==> src/rtl/result_tx.sv <==
// Serial result transmitter: captures a 32-bit word on start and sends it as
// uppercase ASCII hex (MS nibble first) over a txdata/txclk/txready byte port, optionally + CR LF.
module result_tx #(
    parameter int NDIG = 8,
    parameter int EOL  = 1
) (
    input  logic        hz100,
    input  logic        reset,
    input  logic        start,
    input  logic [31:0] value,
    input  logic        txready,
    output logic [7:0]  txdata,
    output logic        txclk,
    output logic        busy,
    output logic        done
);

    localparam int N = NDIG + 2 * EOL;
    localparam logic [3:0] LAST   = 4'(N - 1);
    localparam logic [3:0] NDIG_W = 4'(NDIG);

    typedef enum logic [1:0] {IDLE, SEND, GAP, DONE} state_t;

    state_t      state_q, state_d;
    logic [3:0]  idx_q, idx_d;
    logic [31:0] word_q, word_d;
    logic [7:0]  txdata_q, txdata_d;
    logic        txclk_q, txclk_d;

    logic [2:0]  sel;
    logic [3:0]  nib;
    logic [7:0]  digit;
    logic [7:0]  chr;

    // Character for the current index: hex digit, then CR, then LF.
    always_comb begin
        sel   = 3'(NDIG - 1) - idx_q[2:0];
        nib   = word_q[{sel, 2'b00} +: 4];
        digit = (nib < 4'd10) ? (8'h30 + {4'h0, nib}) : (8'h37 + {4'h0, nib});
        if (idx_q < NDIG_W)
            chr = digit;
        else if (idx_q == NDIG_W)
            chr = 8'h0D;
        else
            chr = 8'h0A;
    end

    always_comb begin
        state_d  = state_q;
        idx_d    = idx_q;
        word_d   = word_q;
        txdata_d = txdata_q;
        txclk_d  = 1'b0;
        case (state_q)
            IDLE: begin
                if (start) begin
                    word_d  = value;
                    idx_d   = '0;
                    state_d = SEND;
                end
            end
            SEND: begin
                if (txready) begin
                    txdata_d = chr;
                    txclk_d  = 1'b1;
                    state_d  = GAP;
                end
            end
            GAP: begin
                // Terminal compare ends the message; the index never wraps.
                if (idx_q == LAST) begin
                    state_d = DONE;
                end else begin
                    idx_d   = idx_q + 4'd1;
                    state_d = SEND;
                end
            end
            DONE:    state_d = IDLE;
            default: state_d = IDLE;
        endcase
    end

    always_ff @(posedge hz100 or posedge reset) begin
        if (reset) begin
            state_q  <= IDLE;
            idx_q    <= '0;
            word_q   <= '0;
            txdata_q <= '0;
            txclk_q  <= 1'b0;
        end else begin
            state_q  <= state_d;
            idx_q    <= idx_d;
            word_q   <= word_d;
            txdata_q <= txdata_d;
            txclk_q  <= txclk_d;
        end
    end

    assign txdata = txdata_q;
    assign txclk  = txclk_q;
    assign busy   = (state_q != IDLE);
    assign done   = (state_q == DONE);

endmodule

==> config.mk <==
export PLATFORM = sky130hd
export DESIGN_NAME = result_tx
export DESIGN_NICKNAME = d
export VERILOG_FILES = /design/src/rtl/result_tx.sv
export SDC_FILE = /design/constraint.sdc
export NUM_CORES = 1
export LEC_CHECK = 0
export BUFFER_PORTS_ARGS = -buffer_cell sky130_fd_sc_hd__buf_2
export CAP_MARGIN = 20
export CORE_MARGIN = 5
export CORE_UTILIZATION = 34
export DETAILED_ROUTE_END_ITERATION = 6
export PLACE_DENSITY = 0.53
export SLEW_MARGIN = 25
export SYNTH_ARGS = -nofsm -noshare
export SYNTH_HDL_FRONTEND = slang
export SYNTH_SLANG_ARGS = --single-unit
==> constraint.sdc <==
create_clock -name hz100 -period 2.3 [get_ports hz100]
set_clock_uncertainty 0.15 [all_clocks]
set_input_delay 0.345 -clock hz100 [delete_from_list [all_inputs] [get_ports hz100]]
set_output_delay 0.345 -clock hz100 [all_outputs]
set_load 0.1 [all_outputs]
==> flow_metrics.env, run 1 <==
export IMPL_cts_tree="built"
export IMPL_cts_buffers_inserted=5
export IMPL_period_needed_ns=2.25
export IMPL_p_leak_nw=1.24
export IMPL_start_kind="flip-flop"
export IMPL_r2r_start="idx_q[0]"
export IMPL_worst_pin_slew_ns=0.667
export IMPL_syn_area_um2=2210
export IMPL_antenna_cells=0
export IMPL_synthSimpleGateAreaFrac=0.0583
export IMPL_grt_pass1_wl_um=7700
export IMPL_routed_wl_um=4400
export IMPL_firstDrtPassIters=4
export IMPL_hold_viol_final=30
export IMPL_dpl_worst_slack_ns=-0.00624
export IMPL_synth_top_area_frac=0.521
export IMPL_worstSetupEndpointType="flip-flop"
export IMPL_synth_seq_cells=46
export IMPL_synth_compound_area_share=0.0922
export IMPL_routedWlPerCell_um=15.0
export IMPL_clkLatencyLatePin_ns=0.30
export IMPL_drt_vias_per_instance=4.93
export IMPL_cp_max_fo=8
export IMPL_hold_class="in2async"
export IMPL_synth_area_per_cell_um2=13.9
export IMPL_fin_util=0.432
export IMPL_period_share=0.977
export IMPL_seq_area_frac_synth=0.521
export IMPL_total_power_mw=4.47
export IMPL_final_area_um2=2740
export IMPL_ioPinCount=47
export IMPL_synth_area_top_cells="dfrtp_1 (52%), mux2_2 (18%), mux4_1 (8.3%)"
export IMPL_whs_ns=-0.0129
export IMPL_cts_root_buf="clkbuf_8"
export IMPL_grt_pass1_vias=1614
export IMPL_grtUsageTotal=0.116
export IMPL_cts_sinks=46
export IMPL_final_max_slew_viol_count=0
export IMPL_yosysTopAreaCell="dfrtp_1"
export IMPL_setup_worst_path_start="idx_q[0]"
export IMPL_yosys_area_share_adder=0.0170
export IMPL_fmax_mhz=445
export IMPL_fin_nets=254
export IMPL_endpoint="txdata[0]"
export IMPL_cts_buffer_depth=2
export IMPL_gr_total_overflow=0
export IMPL_grt_max_degree=33
export IMPL_reg2reg_depth=6
export IMPL_die_h_um=90.6
export IMPL_synth_nets=198
export IMPL_critPathKind="reg2reg"
export IMPL_setup_viol=0
export IMPL_die_area_um2=8220
export IMPL_drive_gt1_frac=0.537
export IMPL_initial_core_util=0.348
export IMPL_max_cap_violations=0
export IMPL_drt_iter0_drc=26
export IMPL_via_count=1445
export IMPL_htree_levels=2
export IMPL_core_area_um2=6350
export IMPL_synth_xor_area_frac=0
export IMPL_synth_top_family_by_area="multiplexers"
export IMPL_synthesis_instances=159
export IMPL_clk_pin_slew_worst_paths_ns=0.09
export IMPL_ys_flop_type="dfrtp_1"
export IMPL_hpwlAfterDp_um=3340
export IMPL_cp_required_ns=2.34
export IMPL_place_congestion=0.785
export IMPL_std_cell_rows=29
export IMPL_area_growth_syn_to_layout_pct=24.1
export IMPL_status="complete, but fails checks"
export IMPL_worstReg2RegEnd="txdata[0]"
export IMPL_port_buffers=45
export IMPL_power_density_nw_per_um2=1630
export IMPL_maxSlewHeadroom=0.554
export IMPL_grt_antenna_before_repair=0
export IMPL_chipWidth_um=90.6
export IMPL_rsz0062_at_grt="yes"
export IMPL_setup_ws_ns=0.0534
export IMPL_cp_arrival_ns=2.29
export IMPL_synth_edff_count=0
export IMPL_ir_drop_uv=1100
export IMPL_ys_types=34
export IMPL_ys_warnings_count=0
export IMPL_r2r_slack_ns=0.05
export IMPL_nFillCells=600
export IMPL_async_reset_ff_frac=1.00
export IMPL_violations="negative hold slack"
export IMPL_drc=0
export IMPL_place_area_um2=2610
export IMPL_ant_nets=0
export IMPL_yosys_mux_area_fraction=0.276
[kinds of logic (layout without fill, tap and decap cells)]
| family | Yosys count | count (layout) |
|---|---|---|
| fa+ha+maj | 3 | 3 |
| other cells | 1 | 1 |
| simple gates | 24 | 24 |
| buf+inv | 16 | 73 |
| flops | 46 | 46 |
| compound gates | 25 | 25 |
| mux | 44 | 44 |
[worst min path at each step]
stage                         start          to  slack [ns]  cells past startpoint
final                         reset    idx_q[3]       -0.01                      2
after global routing          reset  word_q[14]        0.04                      2
after CTS                     reset  word_q[14]        0.02                      2
after detailed placement  txdata[6]   txdata[6]        0.32                      2
after global placement    txdata[3]   txdata[3]        0.31                      2
after floorplan             txready  state_q[0]        0.30                      1
[layer usage]
metal / routed length [µm] / GRT usage / share of wire / vias up
met5: 0 / 0 / 0 / -
met4: 56 / 0.0397 / 0.013 / 0
met3: 275 / 0.0392 / 0.062 / 7
met2: 2050 / 0.175 / 0.46 / 38
met1: 2030 / 0.154 / 0.46 / 708
li1: - / - / - / 692
[state kept, by name, indices dropped and copies added (netlist names)]
register  flops
idx_q         4
txdata        7
txclk         1
word_q       32
state_q       2
[what timing repair did]
action / in CTS / in global routing
endpoints found under the hold margin: 0 / 0
setup buffers: 0 / 1
pin swaps: 1 / 5
gates resized for setup: 2 / 4
setup endpoints to repair: 2 / 5
hold buffers: 0 / 0
[worst max-delay path: stages (launching register included)]
cell and delay (ns):
dfrtp_2 0.49, mux4_2 0.53, mux2_4 0.31, buf_6 0.13
o21ai_4 0.19, nor3b_2 0.08, a2111oi_4 0.26
[final cells by class]
type / count / area [µm²] / area share
tap: 77 / 96.3 / 0.0351
clock inverter: 2 / 37.5 / 0.0137
inverter: 7 / 28.8 / 0.0105
sequential: 46 / 1150 / 0.420
multi-input combinational: 97 / 1020 / 0.371
timing repair buffer: 58 / 339 / 0.124
clock buffer: 6 / 72.6 / 0.0264
[placed cells by master (no fill, tap or decap), types with 2 or more instances in the layout]
cell	count
buf_4	11
mux2_2	33
buf_2	45
mux4_2	2
or2_2	2
mux2_4	2
o21ai_0	6
a22o_1	7
mux4_1	6
nand3_1	2
ha_1	2
nand2_1	3
a21oi_1	2
inv_1	5
nand2b_1	5
clkbuf_8	5
dfrtp_1	45
nor2_1	6
[cells in the mapped netlist (2+ instances only)]
cell / number
a21oi_1: 3
a22o_1: 7
buf_2: 3
clkbuf_1: 4
dfrtp_1: 46
ha_1: 3
inv_1: 7
mux2_2: 35
mux4_1: 7
nand2_1: 3
nand2b_1: 5
nand3_1: 2
nor2_1: 7
o21ai_0: 6
or2_2: 2
[where the power goes]
part           switching [mW]  internal, mW
Sequential              0.262          1.19
Combinational            1.29          1.13
Clock                   0.278         0.324
Total                    1.83          2.64
[per-stage QoR]
stage / TNS [ns] / hold slack [ns] / std cells
2_1_floorplan: 0 / 0.302 / 159
3_3_place_gp: 0 / 0.309 / 284
3_5_place_dp: -0.00624 / 0.316 / 284
4_1_cts: -0.00309 / 0.0209 / 292
5_1_grt: -0.149 / 0.0447 / 293
6_report: 0 / -0.0129 / 293
No activity file was read; power rests on OpenSTA's default activity.
==> run 2, diff against run 1 <==
Settings changed: RECOVER_POWER set to 25, SETUP_SLACK_MARGIN set to 0.15.
==> flow_metrics.env, run 2 (synthesis results as in run 1) <==
export IMPL_cts_buffers_inserted=5
export IMPL_antenna_cells=0
export IMPL_hpwlAfterDp_um=3300
export IMPL_rsz0062_at_grt="yes"
export IMPL_r2r_start="idx_q[0]"
export IMPL_routed_wl_um=4580
export IMPL_cts_buffer_depth=2
export IMPL_die_h_um=90.6
export IMPL_grt_pass1_vias=1612
export IMPL_whs_path_depth=2
export IMPL_critPathKind="reg2reg"
export IMPL_clkLatencyLatePin_ns=0.31
export IMPL_whs_ns=0.0812
export IMPL_via_count=1480
export IMPL_cp_required_ns=2.39
export IMPL_maxSlewHeadroom=0.468
export IMPL_power_density_nw_per_um2=1660
export IMPL_drt_vias_per_instance=4.97
export IMPL_drt_iter0_drc=39
export IMPL_clkPwrFrac=0.134
export IMPL_ioPinCount=47
export IMPL_status="completed"
export IMPL_worstReg2RegEnd="txdata[2]"
export IMPL_grt_max_degree=33
export IMPL_period_needed_ns=2.18
export IMPL_p_leak_nw=1.27
export IMPL_final_cell_mix="buf_2 (46), dfrtp_1 (44), mux2_2 (32)"
export IMPL_setup_viol=0
export IMPL_endpoint="txdata[2]"
export IMPL_hold_viol_final=0
export IMPL_clk_pin_slew_worst_paths_ns=0.09
export IMPL_switching_power_mw=1.90
export IMPL_std_cell_rows=29
export IMPL_initial_core_util=0.348
export IMPL_grt_pass1_wl_um=8020
export IMPL_start_kind="flip-flop"
export IMPL_cp_max_fo=5
export IMPL_core_area_um2=6350
export IMPL_die_area_um2=8220
export IMPL_hold_class="in2reg"
export IMPL_firstDrtPassIters=4
export IMPL_tns_ns=0
export IMPL_grt_antenna_before_repair=0
export IMPL_cts_sinks=46
export IMPL_max_cap_violations=0
export IMPL_setup_worst_path_start="idx_q[0]"
export IMPL_worst_pin_slew_ns=0.797
export IMPL_drc=0
export IMPL_ant_nets=0
export IMPL_port_buffers=45
export IMPL_r2r_slack_ns=0.12
export IMPL_fin_util=0.440
export IMPL_drive_gt1_frac=0.561
export IMPL_largest_reg_flops=32
export IMPL_worstSetupEndpointType="flip-flop"
export IMPL_cp_arrival_ns=2.27
export IMPL_gr_total_overflow=0
export IMPL_area_growth_syn_to_layout_pct=26.3
export IMPL_setup_ws_ns=0.120
export IMPL_ir_drop_uv=1230
export IMPL_p_sw_frac=0.410
export IMPL_reg2reg_depth=8
export IMPL_fmax_mhz=459
export IMPL_pwr_share_seq=0.312
export IMPL_max_flop_register="word_q"
export IMPL_fin_nets=259
export IMPL_routedWlPerCell_um=15.4
export IMPL_final_max_slew_viol_count=0
export IMPL_dpl_worst_slack_ns=0.00797
export IMPL_cts_tree="built"
export IMPL_htree_levels=2
export IMPL_place_congestion=0.711
export IMPL_final_common_cell="buf_2"
export IMPL_grtUsageTotal=0.123
export IMPL_chipWidth_um=90.6
export IMPL_period_share=0.948
export IMPL_intPower_mw=2.73
export IMPL_p_comb_frac=0.553
export IMPL_cts_root_buf="clkbuf_8"
export IMPL_nFillCells=601
run 2: worst max-delay path, cell delays in order, from the launching register on:
cell and delay [ns]:
dfrtp_2 0.37, buf_6 0.12, mux4_2 0.49, mux2_4 0.33, inv_4 0.07, ha_4 0.13, a31oi_1 0.07, a311o_1 0.27
a21oi_1 0.12
run 2: through the flow:
step / power (mW) / instance area (µm²) / std cells
final: 4.63 / 2790 / 298
after global routing: 4.95 / 2790 / 298
after CTS: 4.55 / 2770 / 295
after detailed placement: 3.68 / 2590 / 279
after global placement: 3.65 / 2590 / 279
after floorplan: 3.22 / 2240 / 159
run 2: routing by layer:
| metal | track usage | vias to the layer above | routed length, µm |
|---|---|---|---|
| met4 | 0.0571 | 0 | 125 |
| met2 | 0.183 | 38 | 2100 |
| met3 | 0.0350 | 12 | 221 |
| met5 | 0 | - | 0 |
| met1 | 0.163 | 732 | 2140 |
| li1 | - | 698 | - |
run 2: area by class of cell:
class,count,area (µm²),area share
flip-flops and latches,46,1150,0.413
multi-input cells,97,1010,0.362
repair buffers,63,389,0.139
well taps,77,96.3,0.0345
clock buffers,5,68.8,0.0247
clock inverters,3,43.8,0.0157
inverters,7,28.8,0.0103
run 2: timing repair:
item,in CTS,in global routing
endpoints found under the hold margin,19,0
cloned,0,0
hold buffers,1,0
setup endpoints to repair,5,6
setup buffers,7,3
resized for setup,10,3
pin swaps,3,1
run 2: power by group through the flow:
stage,registers (mW),logic [mW],clock network [mW]
after floorplan,1.78,1.44,0
after global placement,1.49,2.16,0
after detailed placement,1.49,2.20,0
after CTS,1.45,2.46,0.638
after global routing,1.50,2.77,0.681
final,1.45,2.56,0.621
run 2: how the worst min path moves through the flow:
stage                        from    endpoint  slack (ns)
after floorplan           txready  state_q[0]        0.30
after global placement      reset   word_q[4]        0.24
after detailed placement    reset   word_q[4]        0.23
after CTS                 txready  state_q[0]        0.07
after global routing      txready  state_q[0]        0.09
final                     txready  state_q[0]        0.08
